File: src/rtl/fill_line_pkg.sv
// Shared state encodings, fault codes and timer helpers for the pill fill line.
package fill_line_pkg;

    typedef enum logic [2:0] {
        StIdle   = 3'd0,
        StIndex  = 3'd1,
        StSettle = 3'd2,
        StFill   = 3'd3,
        StPause  = 3'd4,
        StFinish = 3'd5,
        StFault  = 3'd6
    } state_e;

    typedef enum logic [1:0] {
        FaultNone     = 2'd0,
        FaultEstop    = 2'd1,
        FaultJam      = 2'd2,
        FaultRefillTo = 2'd3
    } fault_e;

    localparam int unsigned TimerWidth    = 10;
    localparam int unsigned AlarmCntWidth = 9;
    localparam int unsigned AlarmBit      = 7;

    // A phase of N cycles loads N-1 and ends on the cycle the timer reads zero.
    function automatic logic [TimerWidth-1:0] reload_val(input int unsigned cycles);
        return TimerWidth'(cycles - 1);
    endfunction

endpackage

File: src/rtl/cycle_timer.sv
// Loadable down-counter that holds at zero and flags it combinationally.
module cycle_timer #(
    parameter int unsigned Width = 10
) (
    input  logic             clk_i,
    input  logic             rst_ni,
    input  logic             load_i,
    input  logic [Width-1:0] load_val_i,
    output logic             zero_o
);

    logic [Width-1:0] count_q, count_d;

    always_comb begin
        count_d = count_q;
        if (load_i) begin
            count_d = load_val_i;
        end else if (count_q != '0) begin
            count_d = count_q - 1'b1;
        end
    end

    always_ff @(posedge clk_i or negedge rst_ni) begin
        if (!rst_ni) begin
            count_q <= '0;
        end else begin
            count_q <= count_d;
        end
    end

    assign zero_o = (count_q == '0);

endmodule

File: src/rtl/fill_line_sequencer.sv
// Bottle fill line sequencer: index, settle, fill with timed pills, pause, fault handling.
// Define FILL_WATCHDOG_EN to fault out of PAUSE after REFILL_TIMEOUT cycles.
module fill_line_sequencer
    import fill_line_pkg::*;
#(
    parameter int unsigned PILL_PERIOD    = 100,
    parameter int unsigned INDEX_CYCLES   = 300,
    parameter int unsigned SETTLE_CYCLES  = 50,
    parameter int unsigned REFILL_TIMEOUT = 1000
) (
    input  logic       clk_1khz,
    input  logic       switch_clr,
    input  logic       start,
    input  logic       bottle_full,
    input  logic       batch_done,
    input  logic       emergncy_stop,
    input  logic       hopper_empty,
    input  logic       hopper_refill,
    input  logic       conveyor_jam,
    input  logic       ack,
    output logic       conveyor_on,
    output logic       gate_open,
    output logic       pill_tick,
    output logic       alarm,
    output logic [2:0] state_out,
    output logic [1:0] fault_code
);

    localparam logic [TimerWidth-1:0] IndexReload  = reload_val(INDEX_CYCLES);
    localparam logic [TimerWidth-1:0] SettleReload = reload_val(SETTLE_CYCLES);
    localparam logic [TimerWidth-1:0] PillReload   = reload_val(PILL_PERIOD);
    localparam logic [TimerWidth-1:0] RefillReload = reload_val(REFILL_TIMEOUT);

    state_e                   state_q, state_d;
    fault_e                   fault_q, fault_d;
    logic [AlarmCntWidth-1:0] alarm_cnt_q, alarm_cnt_d;
    logic                     conveyor_q, gate_q, tick_q, alarm_q, tick_d;
    logic                     ph_load, pill_load, ph_zero, pill_zero;
    logic [TimerWidth-1:0]    ph_val;

    cycle_timer #(.Width(TimerWidth)) u_phase_timer (
        .clk_i      (clk_1khz),
        .rst_ni     (switch_clr),
        .load_i     (ph_load),
        .load_val_i (ph_val),
        .zero_o     (ph_zero)
    );

    cycle_timer #(.Width(TimerWidth)) u_pill_timer (
        .clk_i      (clk_1khz),
        .rst_ni     (switch_clr),
        .load_i     (pill_load),
        .load_val_i (PillReload),
        .zero_o     (pill_zero)
    );

    assign alarm_cnt_d = alarm_cnt_q + 1'b1;

    always_comb begin
        state_d   = state_q;
        fault_d   = fault_q;
        tick_d    = 1'b0;
        ph_load   = 1'b0;
        ph_val    = IndexReload;
        pill_load = 1'b0;
        if (emergncy_stop) begin
            state_d = StFault;
            fault_d = FaultEstop;
        end else if (conveyor_jam && (state_q inside {StIndex, StSettle, StFill, StPause})) begin
            state_d = StFault;
            fault_d = FaultJam;
        end else begin
            case (state_q)
                StIdle: begin
                    if (start) begin
                        state_d = StIndex;
                        ph_load = 1'b1;
                    end
                end
                StIndex: begin
                    if (ph_zero) begin
                        state_d = StSettle;
                        ph_load = 1'b1;
                        ph_val  = SettleReload;
                    end
                end
                StSettle: begin
                    if (ph_zero) begin
                        state_d   = StFill;
                        pill_load = 1'b1;
                    end
                end
                StFill: begin
                    if (bottle_full) begin
                        state_d = batch_done ? StFinish : StIndex;
                        ph_load = !batch_done;
                    end else if (hopper_empty) begin
                        // Phase timer doubles as the refill watchdog while paused.
                        state_d = StPause;
                        ph_load = 1'b1;
                        ph_val  = RefillReload;
                    end else if (pill_zero) begin
                        tick_d    = 1'b1;
                        pill_load = 1'b1;
                    end
                end
                StPause: begin
                    if (hopper_refill && !hopper_empty) begin
                        state_d   = StFill;
                        pill_load = 1'b1;
                    end
`ifdef FILL_WATCHDOG_EN
                    else if (ph_zero) begin
                        state_d = StFault;
                        fault_d = FaultRefillTo;
                    end
`endif
                end
                StFinish: begin
                    if (ack) begin
                        state_d = StIdle;
                    end
                end
                StFault: begin
                    if (ack && !conveyor_jam) begin
                        state_d = StIdle;
                        fault_d = FaultNone;
                    end
                end
                default: state_d = StIdle;
            endcase
        end
    end

    always_ff @(posedge clk_1khz or negedge switch_clr) begin
        if (!switch_clr) begin
            state_q     <= StIdle;
            fault_q     <= FaultNone;
            alarm_cnt_q <= '0;
            conveyor_q  <= 1'b0;
            gate_q      <= 1'b0;
            tick_q      <= 1'b0;
            alarm_q     <= 1'b0;
        end else begin
            state_q     <= state_d;
            fault_q     <= fault_d;
            alarm_cnt_q <= alarm_cnt_d;
            conveyor_q  <= (state_d == StIndex);
            gate_q      <= (state_d == StFill);
            tick_q      <= tick_d;
            alarm_q     <= (state_d == StFault) && alarm_cnt_d[AlarmBit];
        end
    end

    assign conveyor_on = conveyor_q;
    assign gate_open   = gate_q;
    assign pill_tick   = tick_q;
    assign alarm       = alarm_q;
    assign state_out   = state_q;
    assign fault_code  = fault_q;

endmodule

File: config.mk
export PLATFORM = sky130hd
export DESIGN_NAME = fill_line_sequencer
export DESIGN_NICKNAME = d
export VERILOG_FILES = /design/src/rtl/fill_line_pkg.sv /design/src/rtl/cycle_timer.sv /design/src/rtl/fill_line_sequencer.sv
export SDC_FILE = /design/constraint.sdc
export NUM_CORES = 1
export LEC_CHECK = 0
export CAP_MARGIN = 20
export CORE_MARGIN = 2
export CORE_UTILIZATION = 57
export DETAILED_ROUTE_END_ITERATION = 6
export PLACE_DENSITY = 0.77
export SLEW_MARGIN = 40
export SYNTH_ARGS = -nofsm -noshare
export SYNTH_HDL_FRONTEND = slang
export SYNTH_SLANG_ARGS = --single-unit
File: constraint.sdc
create_clock -name clk_1khz -period 2.5 [get_ports clk_1khz]
set_clock_uncertainty 0.1 [all_clocks]
set_input_delay 0.25 -clock clk_1khz [delete_from_list [all_inputs] [get_ports clk_1khz]]
set_output_delay 0.25 -clock clk_1khz [all_outputs]
set_load 0.03 [all_outputs]
==> metrics.md, run 1 <==
| Metric | Value |
|---|---|
| Status | `finished, final reports clean` |
| Hold-fix buffers, CTS | `0` |
| Full die area | `4180 µm²` |
| WL/cell | `15.0 µm` |
| DR vias/cell | `5.93` |
| Pin count of the biggest net entering global routing | `38` |
| Post-synth EDFFs | `0` |
| Final setup vio count | `0` |
| Number of fill cells in the layout | `309` |
| Int Power | `0.00123 W` |
| Highest Clock Rate | `453 MHz` |
| CP cell instances | `inv_1 > ha_1 > or3b_2 > nor4_4 > buf_4 > nor3_1 > xnor2_1 > o21ai_1` |
| Core Footprint | `3610 µm²` |
| Fin crit share | `88.3%` |
| Post-DRT Antenna Nets | `0` |
| Commonest non-fill, non-tap cell in the layout | `dfrtp_1` |
| Worst Path Required | `2.57 ns` |
| CTS resizes | `0` |
| Syn avg cell area | `9.80 µm²` |
| Number of global-route vias before repair | `1590` |
| Netlist cell types | `55` |
| Fin cells | `280` |
| Most frequent cells in the layout | `dfrtp_1, nand2_1, clkdlybuf4s50_1` |
| Clock network power share | `21.9%` |
| Arr. time, crit path | `2.28 ns` |
| Area growth syn-to-layout | `13.7%` |
| LEAKAGE | `0.991 nW` |
| Final Util | `66.1%` |
| Pwr Density | `794 nW/µm²` |
| Number of synthesized register bits | `37` |
| Max VDD drop | `0.473 mV` |
| Seq/Total Area, Yosys | `44.2%` |
| Worst min-delay path class | `in -> async` |
| Clock sinks | `37` |
| Pwr Total | `0.00189 W` |
| Slew @ Worst Pin | `0.566 ns` |
| Die Ht | `64.7 µm` |
| CP Capture Type | `flop` |
| Detailed Route WL | `4190 µm` |
| Final setup TNS | `0 ns` |
| GRT Total Usage | `22.0%` |
| Gr ovfl total | `0` |
| Root buffer cell | `clkbuf_8` |
| DR vias | `1661` |
| Ant diodes | `0` |
| Router iterations before antenna repair | `4` |
| Clock transition at path regs | `0.07 ns` |
| Ys flop type | `dfrtp_1` |
| Rows | `22` |
| Synth top area cells | `dfrtp_1, xnor2_1, nand2_1` |
| Crit path max fanout | `11` |
| Area of the multi-input gates | `1080 µm²` |
| Async S/R FF share, synth | `100%` |
| Clock Path Buffers | `2` |
| Setup crit start kind | `flop` |
| Placed cell count | `273` |
| Post-DP HPWL | `3060 µm` |
| Worst-Skew Late Latency | `0.29 ns` |
| Fraction of layout cells with a size suffix above 1 | `11.2%` |
| Max incr delay on CP | `0.57 ns` |
| Fin. max-slew vios | `0` |
| Max-capacitance violation count | `0` |
| Nets | `246` |
| First-pass GRT wire length | `7060 µm` |
| DRC violations left | `0` |
| Iter 0 DRT Violations | `105` |
| H-tree depth | `2` |
| Cell count after synthesis | `214` |
| Synth area leader | `dfrtp_1` |
| Reg-to-reg startpoint | `u_phase_timer.count_q[0]` |
| Critical-path cell with the highest stage delay | `or3b_2` |
| CP Class | `reg -> reg` |
| Die width | `64.7 µm` |
| Ports | `19` |
| Final worst path period need | `2.21 ns` |
| Initial antenna violation count | `0` |
| P_sw | `0.000659 W` |
| Initial Util | `58.2%` |
| IO Port Bufs | `18` |
| Postcts setup bufs | `0` |
| RSZ-0062 raised after global routing | `no` |
| Reg area | `926 µm²` |
| DP Worst Slack | `0.286 ns` |
| Yosys warnings | `0` |
| RePlAce Congestion | `0.833` |
| Final worst setup slack | `0.292 ns` |
| Worst slew margin | `62.3%` |
| CTS tree | `done` |
| Yosys top cell area share | `44.2%` |
| Combinational share of power | `29.5%` |
| Syn nets | `228` |
| Sequential share of power | `48.7%` |
| Total CTS buffers | `5` |
| CP startpoint | `u_phase_timer.count_q[0]` |
| Final Hold Vio Count | `0` |
| Area of the mapped netlist | `2100 µm²` |
| Switching share of power | `34.8%` |
[cells in the mapped netlist (all sizes together) (2+ instances only)]
master / count
o21ai: 12
nand3: 6
xnor2: 12
inv: 8
and3: 4
o31ai: 2
a21o: 3
mux2i: 2
nand2b: 5
or4: 4
nor3: 10
or4b: 3
nor3b: 2
a31oi: 2
a21oi: 10
a211oi: 3
dfrtp: 37
nor4: 6
or3b: 2
nand3b: 4
buf: 7
clkbuf: 3
ha: 4
o21a: 2
nor2: 17
nand2: 18
or3: 4
xor2: 2
a221oi: 2
or2: 4
[stage by stage]
step	cell area, µm²	hold slack [ns]
after floorplan	2100	-0.146
after global placement	2300	0.351
after detailed placement	2300	0.370
after CTS	2380	0.304
after global routing	2380	0.334
final	2380	0.282
[state kept, by name, indices dropped and copies added (netlist names)]
name / flops
u_phase_timer.count_q: 10
state_out: 3
conveyor_on: 1
pill_tick: 1
fault_code: 2
gate_open: 1
alarm_cnt_q: 8
alarm: 1
u_pill_timer.count_q: 10
[layout make-up]
| type | instances | share of cell area (%) |
|---|---|---|
| sequential | 37 | 38.8 |
| inverter | 8 | 1.26 |
| multi-input combinational | 159 | 45.2 |
| clock buffer | 7 | 3.62 |
| tap | 48 | 2.52 |
| timing repair buffer | 21 | 8.50 |
[path summary, 6_finish.rpt]
path | end | slack (ns) | cells past startpoint
max | u_phase_timer.count_q[5] | 0.29 | 8
min | u_pill_timer.count_q[6] | 0.28 | 2
max reg2reg | u_phase_timer.count_q[5] | 0.29 | 8
min reg2reg | alarm_cnt_q[6] | 0.38 | 1
max in group asynchronous | u_phase_timer.count_q[9] | 1.68 | 2
min in group clk_1khz | alarm_cnt_q[6] | 0.38 | 1
[cells by family after synthesis]
logic type,after synthesis,synth area share [%]
compound gates,43,14.0
xor+xnor,14,5.85
fa+ha+maj,4,2.39
buf+inv,18,4.42
flops,37,44.2
mux,3,1.49
simple gates,95,27.7
[metal layers]
metal  part of all wire, %  vias to the layer above  routed length, µm  GRT usage, %
met5                     0                        -                  0             0
met1                    45                      807               1900          29.4
met2                    48                       45               2000          35.0
met4                   1.4                        0                 57          7.71
met3                   5.4                        7                228          5.38
li1                      -                      802                  -             -
[power groups by stage]
| stage | logic, W | registers [W] | clock network (W) |
|---|---|---|---|
| 2_1_floorplan | 0.000453 | 0.000879 | 0 |
| 3_3_place_gp | 0.000528 | 0.000915 | 0 |
| 3_5_place_dp | 0.000555 | 0.000930 | 0 |
| 4_1_cts | 0.000561 | 0.000919 | 0.000422 |
| 5_1_grt | 0.000639 | 0.000945 | 0.000448 |
| 6_report | 0.000558 | 0.000921 | 0.000414 |
[critical path: cells and delay by family, from the launching register on]
kind,cells,cell delay (ns)
AND/OR/NAND/NOR,3,0.84
AO/OA/AOI/OAI,1,0.08
XOR/XNOR,1,0.16
flip-flops,1,0.41
adder cells (fa/ha/maj),1,0.18
buffers and inverters,2,0.32
Power figures use the tool's default switching activity.
==> run 2, diff against run 1 <==
--- a/config.mk
+++ b/config.mk
@@ -7,9 +7,9 @@
 export LEC_CHECK = 0
 export CAP_MARGIN = 20
 export CORE_MARGIN = 2
-export CORE_UTILIZATION = 57
+export CORE_UTILIZATION = 61
 export DETAILED_ROUTE_END_ITERATION = 6
-export PLACE_DENSITY = 0.77
+export PLACE_DENSITY = 0.82
 export SLEW_MARGIN = 40
 export SYNTH_ARGS = -nofsm -noshare
 export SYNTH_HDL_FRONTEND = slang
==> constraint.sdc (replaced) <==
create_clock -name clk_1khz -period 2.7 [get_ports clk_1khz]
set_clock_uncertainty 0.1 [all_clocks]
set_input_delay 0.27 -clock clk_1khz [delete_from_list [all_inputs] [get_ports clk_1khz]]
set_output_delay 0.27 -clock clk_1khz [all_outputs]
set_load 0.03 [all_outputs]
==> run 2 against run 1 <==
Effect of this change:
- critical path depth did not move
- global-route usage rose by 1.6 points
- worst setup slack improved by 0.11 ns
- critical path type unchanged
- critical endpoint is now u_phase_timer.count_q[4]
==> metrics.md, run 2 (synthesis gave the netlist of run 1 again) <==
| Metric | Value |
|---|---|
| Commonest non-fill, non-tap cell in the layout | `dfrtp_1` |
| CP Capture Type | `flop` |
| Biggest registers after layout | `u_phase_timer.count_q (10), u_pill_timer.count_q (10), alarm_cnt_q (8)` |
| CTS tree | `done` |
| LEAKAGE | `0.978 nW` |
| Dpl cell area | `2290 µm²` |
| Postcts setup bufs | `0` |
| DR vias | `1670` |
| Clock transition at path regs | `0.12 ns` |
| First-pass GRT wire length | `7310 µm` |
| Final Util | `71.0%` |
| Slew @ Worst Pin | `0.527 ns` |
| Fin crit share | `85.2%` |
| Initial Util | `63.3%` |
| Detailed Route WL | `4150 µm` |
| Nets | `246` |
| Core Footprint | `3310 µm²` |
| Critical-path cell with the highest stage delay | `or3b_2` |
| Root buffer cell | `clkbuf_4` |
| Worst min-delay path class | `in -> async` |
| Final worst path period need | `2.30 ns` |
| DRC violations left | `0` |
| Worst slew margin | `64.9%` |
| Ports | `19` |
| Router iterations before antenna repair | `4` |
| Fin cells | `279` |
| Reg2reg setup slack | `0.40 ns` |
| Max VDD drop | `0.553 mV` |
| Most frequent cells in the layout | `dfrtp_1, nand2_1, clkdlybuf4s50_1` |
| GRT Total Usage | `23.6%` |
| Post-DP HPWL | `3040 µm` |
| Initial antenna violation count | `0` |
| DR vias/cell | `5.99` |
| Setup crit start kind | `flop` |
| Final setup vio count | `0` |
| Full die area | `3920 µm²` |
| Area growth syn-to-layout | `12.1%` |
| Pwr Total | `0.00167 W` |
| Total CTS buffers | `5` |
| IO Port Bufs | `18` |
| Placed cell count | `271` |
| Clock sinks | `37` |
| Final Hold Vio Count | `0` |
| Rows | `21` |
| Die Ht | `62.6 µm` |
| CP cell instances | `inv_1 > ha_1 > or3b_2 > nor4_4 > buf_4 > or3_2 > a21oi_1 > a21o_1` |
| Clock Path Buffers | `2` |
| Design area | `2350 µm²` |
| Worst Path Required | `2.86 ns` |
| RSZ-0062 raised after global routing | `no` |
| Gr ovfl total | `0` |
| Status | `finished, final reports clean` |
| Final setup TNS | `0 ns` |
| R2r worst-path depth | `8` |
| Post-DRT Antenna Nets | `0` |
| Hold-fix buffers, CTS | `0` |
| Pwr Density | `710 nW/µm²` |
| Max-capacitance violation count | `0` |
| Number of buffer and inverter stages on the critical path | `2` |
| CP Capture Point | `u_phase_timer.count_q[4]` |
| Number of global-route vias before repair | `1622` |
| Max layer used | `met4` |
| CP startpoint | `u_phase_timer.count_q[0]` |
| Met2 WL | `2030 µm` |
| Max incr delay on CP | `0.59 ns` |
| Pin count of the biggest net entering global routing | `38` |
| Highest Clock Rate | `435 MHz` |
| Ant diodes | `0` |
| CP Class | `reg -> reg` |
| CTS resizes | `0` |
| Fin. max-slew vios | `0` |
| Instance count on the critical path | `8` |
| Arr. time, crit path | `2.46 ns` |
| FF-to-FF End | `u_phase_timer.count_q[4]` |
| Worst-Skew Late Latency | `0.35 ns` |
| Die width | `62.6 µm` |
| Met3 routed WL | `219 µm` |
| Fraction of layout cells with a size suffix above 1 | `12.0%` |
| WL/cell | `14.9 µm` |
| Reg-to-reg startpoint | `u_phase_timer.count_q[0]` |
| Crit path max-delay family | `simple AND/OR/NAND/NOR gates` |
| Iter 0 DRT Violations | `128` |
| RePlAce Congestion | `0.873` |
| M1 WL | `1840 µm` |
| H-tree depth | `2` |
| Crit path max fanout | `11` |
==> run 2: cell types whose count changed in the layout (fill, tap and decap cells not counted), sizes merged <==
| cell | delta |
|---|---|
| clkinv | +2 |
| clkinvlp | +1 |
| clkbuf | -2 |
==> run 2: final cells by class <==
cell class	instances	area (µm²)
clock buffers	5	37.5
flip-flops and latches	37	926
multi-input cells	159	1080
inverters	8	30.0
clock inverters	3	17.5
well taps	46	57.6
fillers	252	961
repair buffers	21	203
==> run 2: worst min-delay path by stage <==
stage	from	end	slack, ns	cells past startpoint
after global placement	alarm_cnt_q[0]	alarm_cnt_q[0]	0.36	1
after floorplan	switch_clr	alarm	-0.13	0
after global routing	switch_clr	fault_code[0]	0.26	2
after detailed placement	alarm_cnt_q[6]	alarm_cnt_q[6]	0.37	1
after CTS	switch_clr	u_phase_timer.count_q[5]	0.23	2
final	switch_clr	fault_code[0]	0.23	2
==> run 2: through the flow <==
| stage | hold WS, ns | setup WS (ns) |
|---|---|---|
| floorplan | -0.126 | 0.624 |
| global placement | 0.355 | 0.565 |
| detailed placement | 0.366 | 0.446 |
| CTS | 0.234 | 0.426 |
| global route | 0.259 | 0.329 |
| finish | 0.227 | 0.399 |
==> run 2: power by group <==
group	total, W	switching [W]	internal [W]
combinational	0.000520	0.000269	0.000252
clock	0.000290	0.000192	0.0000981
sequential	0.000858	0.000169	0.000689
==> run 2: worst reg2reg max path, cell delays in order, from the launching register on <==
cell and delay [ns]:
dfrtp_1 0.44, inv_1 0.09, ha_1 0.19, or3b_2 0.59
nor4_4 0.21, buf_4 0.22, or3_2 0.13, a21oi_1 0.06
a21o_1 0.17
==> run 2: per-layer routing <==
metal,global-route usage (%),up-vias
met3,6.67,8
met1,30.7,804
met5,0,-
met4,9.44,0
li1,-,801
met2,37.4,57
==> run 3, diff against run 2 <==
--- a/config.mk
+++ b/config.mk
@@ -8,8 +8,10 @@
 export CAP_MARGIN = 20
 export CORE_MARGIN = 2
 export CORE_UTILIZATION = 61
+export CTS_CLUSTER_SIZE = 24
 export DETAILED_ROUTE_END_ITERATION = 6
 export PLACE_DENSITY = 0.82
+export SETUP_SLACK_MARGIN = 0.05
 export SLEW_MARGIN = 40
 export SYNTH_ARGS = -nofsm -noshare
 export SYNTH_HDL_FRONTEND = slang
==> results of run 3 <==
No change in the layout: final DEF, timing and power equal those of run 2.
